**src/rtl/countdown_timer.sv**
```systemverilog
// MM:SS down-counter with one-second prescaler and IDLE/RUN/PAUSE/DONE control.
// Optional COUNTDOWN_AUTO_RELOAD_EN: on expiry, reload the last loaded value and keep running.
module countdown_timer #(
  parameter int unsigned TICK_DIV = 50_000_000,
  parameter int unsigned MAX_VAL  = 59
) (
  input  logic       clk,
  input  logic       reset_n,
  input  logic       load,
  input  logic       start,
  input  logic       pause,
  input  logic [5:0] min_in,
  input  logic [5:0] sec_in,
  output logic [5:0] minutes,
  output logic [5:0] seconds,
  output logic       running,
  output logic       done,
  output logic       expired
);

  localparam int unsigned PreW = $clog2(TICK_DIV);
  localparam logic [PreW-1:0] PreReload = PreW'(TICK_DIV - 1);
  localparam logic [5:0] MaxVal = 6'(MAX_VAL);

  typedef enum logic [1:0] {StIdle, StRun, StPause, StDone} state_e;

  state_e          state_q, state_d;
  logic [5:0]      min_q, min_d, sec_q, sec_d;
  logic [PreW-1:0] presc_q, presc_d;
  logic            running_q, done_q;
  logic            tick, last_sec, expire_evt, load_evt, value_zero, reload_ok;

  function automatic logic [5:0] clamp(input logic [5:0] v);
    return (v > MaxVal) ? MaxVal : v;
  endfunction

`ifdef COUNTDOWN_AUTO_RELOAD_EN
  logic [5:0] shadow_min_q, shadow_sec_q;

  always_ff @(posedge clk or negedge reset_n) begin
    if (!reset_n) begin
      shadow_min_q <= '0;
      shadow_sec_q <= '0;
    end else if (load_evt) begin
      shadow_min_q <= clamp(min_in);
      shadow_sec_q <= clamp(sec_in);
    end
  end

  // A zero shadow value cannot restart the count, so expiry falls through to DONE.
  assign reload_ok = (shadow_min_q != '0) || (shadow_sec_q != '0);
`else
  assign reload_ok = 1'b0;
`endif

  // State register
  always_ff @(posedge clk or negedge reset_n) begin
    if (!reset_n) state_q <= StIdle;
    else          state_q <= state_d;
  end

  // Next-state logic
  always_comb begin
    state_d = state_q;
    unique case (state_q)
      StIdle: begin
        if (!load && start && !value_zero) state_d = StRun;
      end
      StRun: begin
        if (pause)           state_d = StPause;
        else if (expire_evt) state_d = reload_ok ? StRun : StDone;
      end
      StPause: begin
        if (load)                 state_d = StIdle;
        else if (start && !pause) state_d = StRun;
      end
      StDone: begin
        if (load) state_d = StIdle;
      end
      default: state_d = StIdle;
    endcase
  end

  // Decoded control and outputs
  always_comb begin
    value_zero = (min_q == '0) && (sec_q == '0);
    last_sec   = (min_q == '0) && (sec_q == 6'd1);
    tick       = (state_q == StRun) && !pause && (presc_q == '0);
    expire_evt = tick && last_sec;
    load_evt   = load && (state_q != StRun);
    expired    = (state_q == StDone);
    running    = running_q;
    done       = done_q;
    minutes    = min_q;
    seconds    = sec_q;
  end

  // Datapath next-state
  always_comb begin
    min_d   = min_q;
    sec_d   = sec_q;
    presc_d = presc_q;
    if (load_evt) begin
      min_d = clamp(min_in);
      sec_d = clamp(sec_in);
    end else if ((state_q == StIdle) && (state_d == StRun)) begin
      presc_d = PreReload;
    end else if (tick) begin
      presc_d = PreReload;
`ifdef COUNTDOWN_AUTO_RELOAD_EN
      if (expire_evt && reload_ok) begin
        min_d = shadow_min_q;
        sec_d = shadow_sec_q;
      end else
`endif
      if (sec_q != '0) begin
        sec_d = sec_q - 6'd1;
      end else begin
        sec_d = MaxVal;
        min_d = min_q - 6'd1;
      end
    end else if ((state_q == StRun) && !pause) begin
      presc_d = presc_q - 1'b1;
    end
  end

  always_ff @(posedge clk or negedge reset_n) begin
    if (!reset_n) begin
      min_q     <= '0;
      sec_q     <= '0;
      presc_q   <= PreReload;
      running_q <= 1'b0;
      done_q    <= 1'b0;
    end else begin
      min_q     <= min_d;
      sec_q     <= sec_d;
      presc_q   <= presc_d;
      running_q <= (state_d == StRun);
      done_q    <= expire_evt;
    end
  end

endmodule
```
**config.mk**
```make
export PLATFORM = sky130hd
export DESIGN_NAME = countdown_timer
export DESIGN_NICKNAME = d
export VERILOG_FILES = /design/src/rtl/countdown_timer.sv
export SDC_FILE = /design/constraint.sdc
export NUM_CORES = 1
export LEC_CHECK = 0
export BUFFER_PORTS_ARGS = -buffer_cell sky130_fd_sc_hd__buf_2
export CAP_MARGIN = 15
export CORE_ASPECT_RATIO = 1.1
export CORE_MARGIN = 1.5
export CORE_UTILIZATION = 58
export CTS_CLUSTER_SIZE = 16
export DETAILED_ROUTE_END_ITERATION = 6
export PLACE_DENSITY = 0.76
export SYNTH_ARGS = -nofsm -noshare
export SYNTH_HDL_FRONTEND = slang
export SYNTH_SLANG_ARGS = --single-unit
```
**constraint.sdc**
```tcl
create_clock -name clk -period 2.3 [get_ports clk]
set_input_delay 0.23 -clock clk [delete_from_list [all_inputs] [get_ports clk]]
set_output_delay 0.23 -clock clk [all_outputs]
set_load 0.01 [all_outputs]
```
# Word level (Yosys, flattened, before mapping)
# Cells that the tools add are included.
# totals
ff_bits,42
in_bits,17
output_inout_bits,15
elab_cells,63
# op_classes
add_sub_neg,3
magnitude_cmp,2
n_eq_ne,8
muxes,20
n_bitwise,1
reduce_logical,23
# op_table
operator,count
2-to-1 mux 26 bit,3
2-to-1 mux 6 bit,10
logical NOT 26 bit,1
"subtractor 26 x 1 -> 26 bit, second input constant",1
"greater-than comparator 6 bit, second input constant",2
logical NOT 6 bit,2
2-to-1 mux 2 bit,6
"subtractor 6 x 1 -> 6 bit, second input constant",2
logical AND 1 bit,10
one-hot mux 2 bit (4 select lines),1
"equality test 6 x 1 -> 1 bit, second input constant",1
nonzero test 6 bit,1
"equality test 2 x 1 -> 1 bit, second input constant",2
"equality test 2 bit, second input constant",2
"inequality test 2 bit, second input constant",2
AND reduction 2 bit,2
logical NOT 1 bit,3
AND reduction 3 bit,1
nonzero test 3 bit,1
logical NOT 2 bit,1
"inequality test 2 x 1 -> 1 bit, second input constant",1
nonzero test 2 bit,1
NOT 1 bit,1

# Depth between registers and ports, before layout
# depth
ltp_word,11
mapped_depth,9
depth_no_buf,7

# Least setup slack after synthesis
# No wires, ideal clock.
# synth_timing
kind,reg2reg
from,reg presc_q[15]
to,"reg sec_q[4], in the netlist seconds[4]"
setup_time_ns,0.082
arrival_time_ns,2.052
t_required_ns,2.218
setup_slack_ns,0.166
stages_incl_launch_ff,6
path_buffers,0
period_less_slack_ns,2.134
path_cell_list,dfstp_2 > or4_4 > nor4_4 > nand3_2 > or4_1 > a31oi_1
# synth_via
elab_chain_len,10
word_cells_on_any_way,11
cone_classes,eq/ne: 2; mux: 3; reduce/logical: 6
# synth_rtl
element,line,rtl
from (decl),29,"logic [PreW-1:0] presc_q, presc_d;"
from (signal assigned),131,presc_q <= PreReload;
from (signal assigned),137,presc_q <= presc_d;
logical NOT 26 bit (*),88,tick = (state_q == StRun) && !pause && (presc_q == '0);
logical AND 1 bit (*),88,
logical AND 1 bit,89,expire_evt = tick && last_sec;
2-to-1 mux 2 bit,71,else if (expire_evt) state_d = reload_ok ? StRun : StDone;
2-to-1 mux 2 bit,70,if (pause) state_d = StPause;
one-hot mux 2 bit (4 select lines),65,unique case (state_q)
equality test 2 x 1 -> 1 bit,106,end else if ((state_q == StIdle) && (state_d == StRun)) begin
logical AND 1 bit,106,
inequality test 2 bit (no line),-,
AND reduction 2 bit (no line) (*),-,
to (signal assigned),130,sec_q <= '0;
to (signal assigned),136,sec_q <= sec_d;
to (decl),28,"logic [5:0] min_q, min_d, sec_q, sec_d;"
# Mark *: on every way between the ends. The rest lies on a longest branch, timed or not.
# A chain may end at the register's enable or synchronous reset.

# Worst setup path in the final report
# Ends and elaborated chain as after synthesis.

==> flow_summary.toml <==
[outcome]
status = "finished, final reports clean"

[layout]
instances_no_fill = 387
drive_gt1_share_pct = 30.1
n_fill_cell = 326
finish.net_count = 357
layout_common_cells = "buf_2 (31), buf_4 (29), nor2_1 (24), dfrtp_1 (24), nand2_1 (23)"
area_growth_pct = 21.3
n_antenna_cell = 0
final_common_cell = "buf_2"

[clock_network]
cts_root_buf = "clkbuf_8"
htreeDepth = 2
clk_pin_slew_ps = 90
post_cts_buffers = 0
cts_hold_buf = 0
tritoncts = "done"
clock_path_buffers = 2
insertion_delay_ps = 300
cts.sinks = 42
cts_buffers = 5

[critical_path]
worstSetupEndpointType = "register"
crit_arrival_ps = 2450
max_stage_delay_ps = 590
cp_slowest_cell = "or4_4"
required_ps = 2530
crit_fanout = 6
r2r-start = "presc_q[15]"
worstSetupStartpointType = "register"
critPathLaunch = "presc_q[15]"
critical_path.cell_chain = "or4_4 -> nor4_4 -> buf_6 -> nand3_2 -> or4_1 -> a31oi_1"
critPathKind = "reg2reg"

[global_routing]
grt_pass1_wl_um = 10200
grt_util_met3_pct = 5.81
grt_pass1_vias = 2306
grt_busiest_layer = "met2"
met1_usage_pct = 34.0
grt_use_total_pct = 27.9
gr-total-overflow = 0
grtUsageMet2_pct = 49.0
grt_max_degree = 43
antenna_found_initial = 0

[route]
dr_total_vias = 2275
drt_first_pass_iters = 5
drtIter0Drc = 140
wirelength_um = 5760
antenna_left = 0
viasPerCell = 5.88
wl_per_cell_um = 14.9
drc = 0

[logic_synthesis]
async_flop_share_pct = 100
syn-instance-count = 276
ys_seq_area_share_pct = 43.6
ys_ff_latch = 42
syn_area_um2 = 2460
synthFlopType = "dfrtp_1"
synthDistinctLibCells = 47
synth_nets = 299
synth-edff-count = 0
synth_warnings = 0
syn_area_per_cell_um2 = 8.93

[flow_run]
maxCapViolations = 0

[placement]
dp_hpwl_um = 4250
numPortBuffers = 31
dp_cells = 379
gp_congestion = 0.818

[sta]
rsz0062_at_grt = "true"
fmax_mhz = 449
tightest_slew_ps = 909
period_share_pct = 96.8
tns_ps = 0
slew_headroom_pct = 39.4
final_hold_viol_count = 0
slew_violations = 0
setup-violations-final = 0
fin_crit_ps = 2230
fin_skew_ps = 7.36

[die]
boundaryPins = 32
die-area_um2 = 4650
fp.dieH_um = 71.4
rows = 24
coreArea_um2 = 4020
die_x_um = 65.2
start_util_pct = 61.3

[min_path]
hp-class = "in2async"

[power_and_ir_drop]
power.leakage_nw = 1.25
ir_worst_vdd_mv = 0.501
powerDensity_nw_per_um2 = 866
-- stage by stage --
stage	hold WS [ps]	setup WS (ps)	power (mW)	utilization, %	cell area (um2)
2_1_floorplan	-65.6	166	1.58	-	2460
3_3_place_gp	413	56.0	1.97	71.1	2860
3_5_place_dp	418	-39.1	2.00	71.1	2860
4_1_cts	84.6	76.9	2.60	74.0	2980
5_1_grt	139	-63.6	2.76	74.3	2990
6_report	53.4	74.3	2.59	74.3	2990
-- synth_stat cells (2+ instances only) --
master	n	area [um2]
a21oi_1	15	75.1
a31oi_1	5	31.3
and2_1	6	37.5
and3_1	2	12.5
buf_2	3	15.0
clkbuf_1	4	15.0
dfrtp_1	24	601
dfstp_2	18	473
ha_1	6	75.1
inv_1	12	45.0
mux2i_1	6	60.1
nand2_1	23	86.3
nand2b_1	2	12.5
nand3_1	20	100
nand3b_1	4	30.0
nand4_1	5	31.3
nor2_1	25	93.8
nor3_1	11	55.1
nor3b_1	2	15.0
nor4_1	8	50.1
o21ai_0	18	90.1
o22a_1	2	17.5
o22ai_1	2	12.5
o31ai_1	4	30.0
or2_2	2	12.5
or3_1	15	93.8
or4_1	5	37.5
xnor2_1	4	35.0
xor2_1	5	43.8
-- cell families (layout without fill, tap and decap cells) --
| group | count (synthesis) | count (layout) | synth area share, % |
|---|---|---|---|
| and+or+nand+nor | 141 | 141 | 32.0 |
| AOI/OAI and AO/OA | 49 | 49 | 11.4 |
| adders and majority gates | 6 | 6 | 3.05 |
| DFF | 42 | 42 | 43.6 |
| buffers and inverters | 22 | 81 | 3.91 |
| xor gates and xnor gates | 9 | 9 | 3.20 |
| muxes | 7 | 7 | 2.89 |
-- worst paths after layout --
kind	to	slack, ps	cells past startpoint
setup / recovery	seconds[4]	70	6
hold / removal	presc_q[7]	50	1
hold reg to reg	presc_q[23]	520	2
setup reg to reg	seconds[4]	70	6
max in group asynchronous	presc_q[24]	1680	1
min in group clk	seconds[3]	140	3
-- worst max-delay path, delay by kind of cell, from the launching register on --
family	cells	cell delay, ps
simple gates	4	1420
flops	1	400
compound gates	1	170
buf+inv	1	160
-- power by group --
part	switching (mW)	internal, mW	total, mW
logic	0.563	0.419	0.982
registers	0.119	0.897	1.02
clock network	0.269	0.323	0.592
total	0.952	1.64	2.59
-- final cells by class --
cell class / instances / area (um2) / area share, %
clock buffer: 5 / 68.8 / 2.30
clock inverter: 3 / 45.0 / 1.51
inverter: 12 / 45.0 / 1.51
multi-input combinational: 212 / 1310 / 43.8
sequential: 42 / 1070 / 35.9
tap: 52 / 65.1 / 2.18
timing repair buffer: 61 / 384 / 12.8
-- per-layer routing --
| metal | routed length [um] | share of wire (%) |
|---|---|---|
| met4 | 99 | 1.7 |
| met1 | 2520 | 44 |
| met5 | 0 | 0 |
| met2 | 2900 | 50 |
| met3 | 251 | 4.4 |
-- flip-flops by register name, indices dropped and copies added (netlist names) --
name	flops
minutes	6
presc_q	26
state_q	2
done	1
running	1
seconds	6
-- what timing repair did --
action | CTS | global route
endpoints found under the hold margin | 0 | 0
gates resized for setup | 1 | 3
setup endpoints to repair | 11 | 11
No activity file was read; power rests on OpenSTA's default activity.
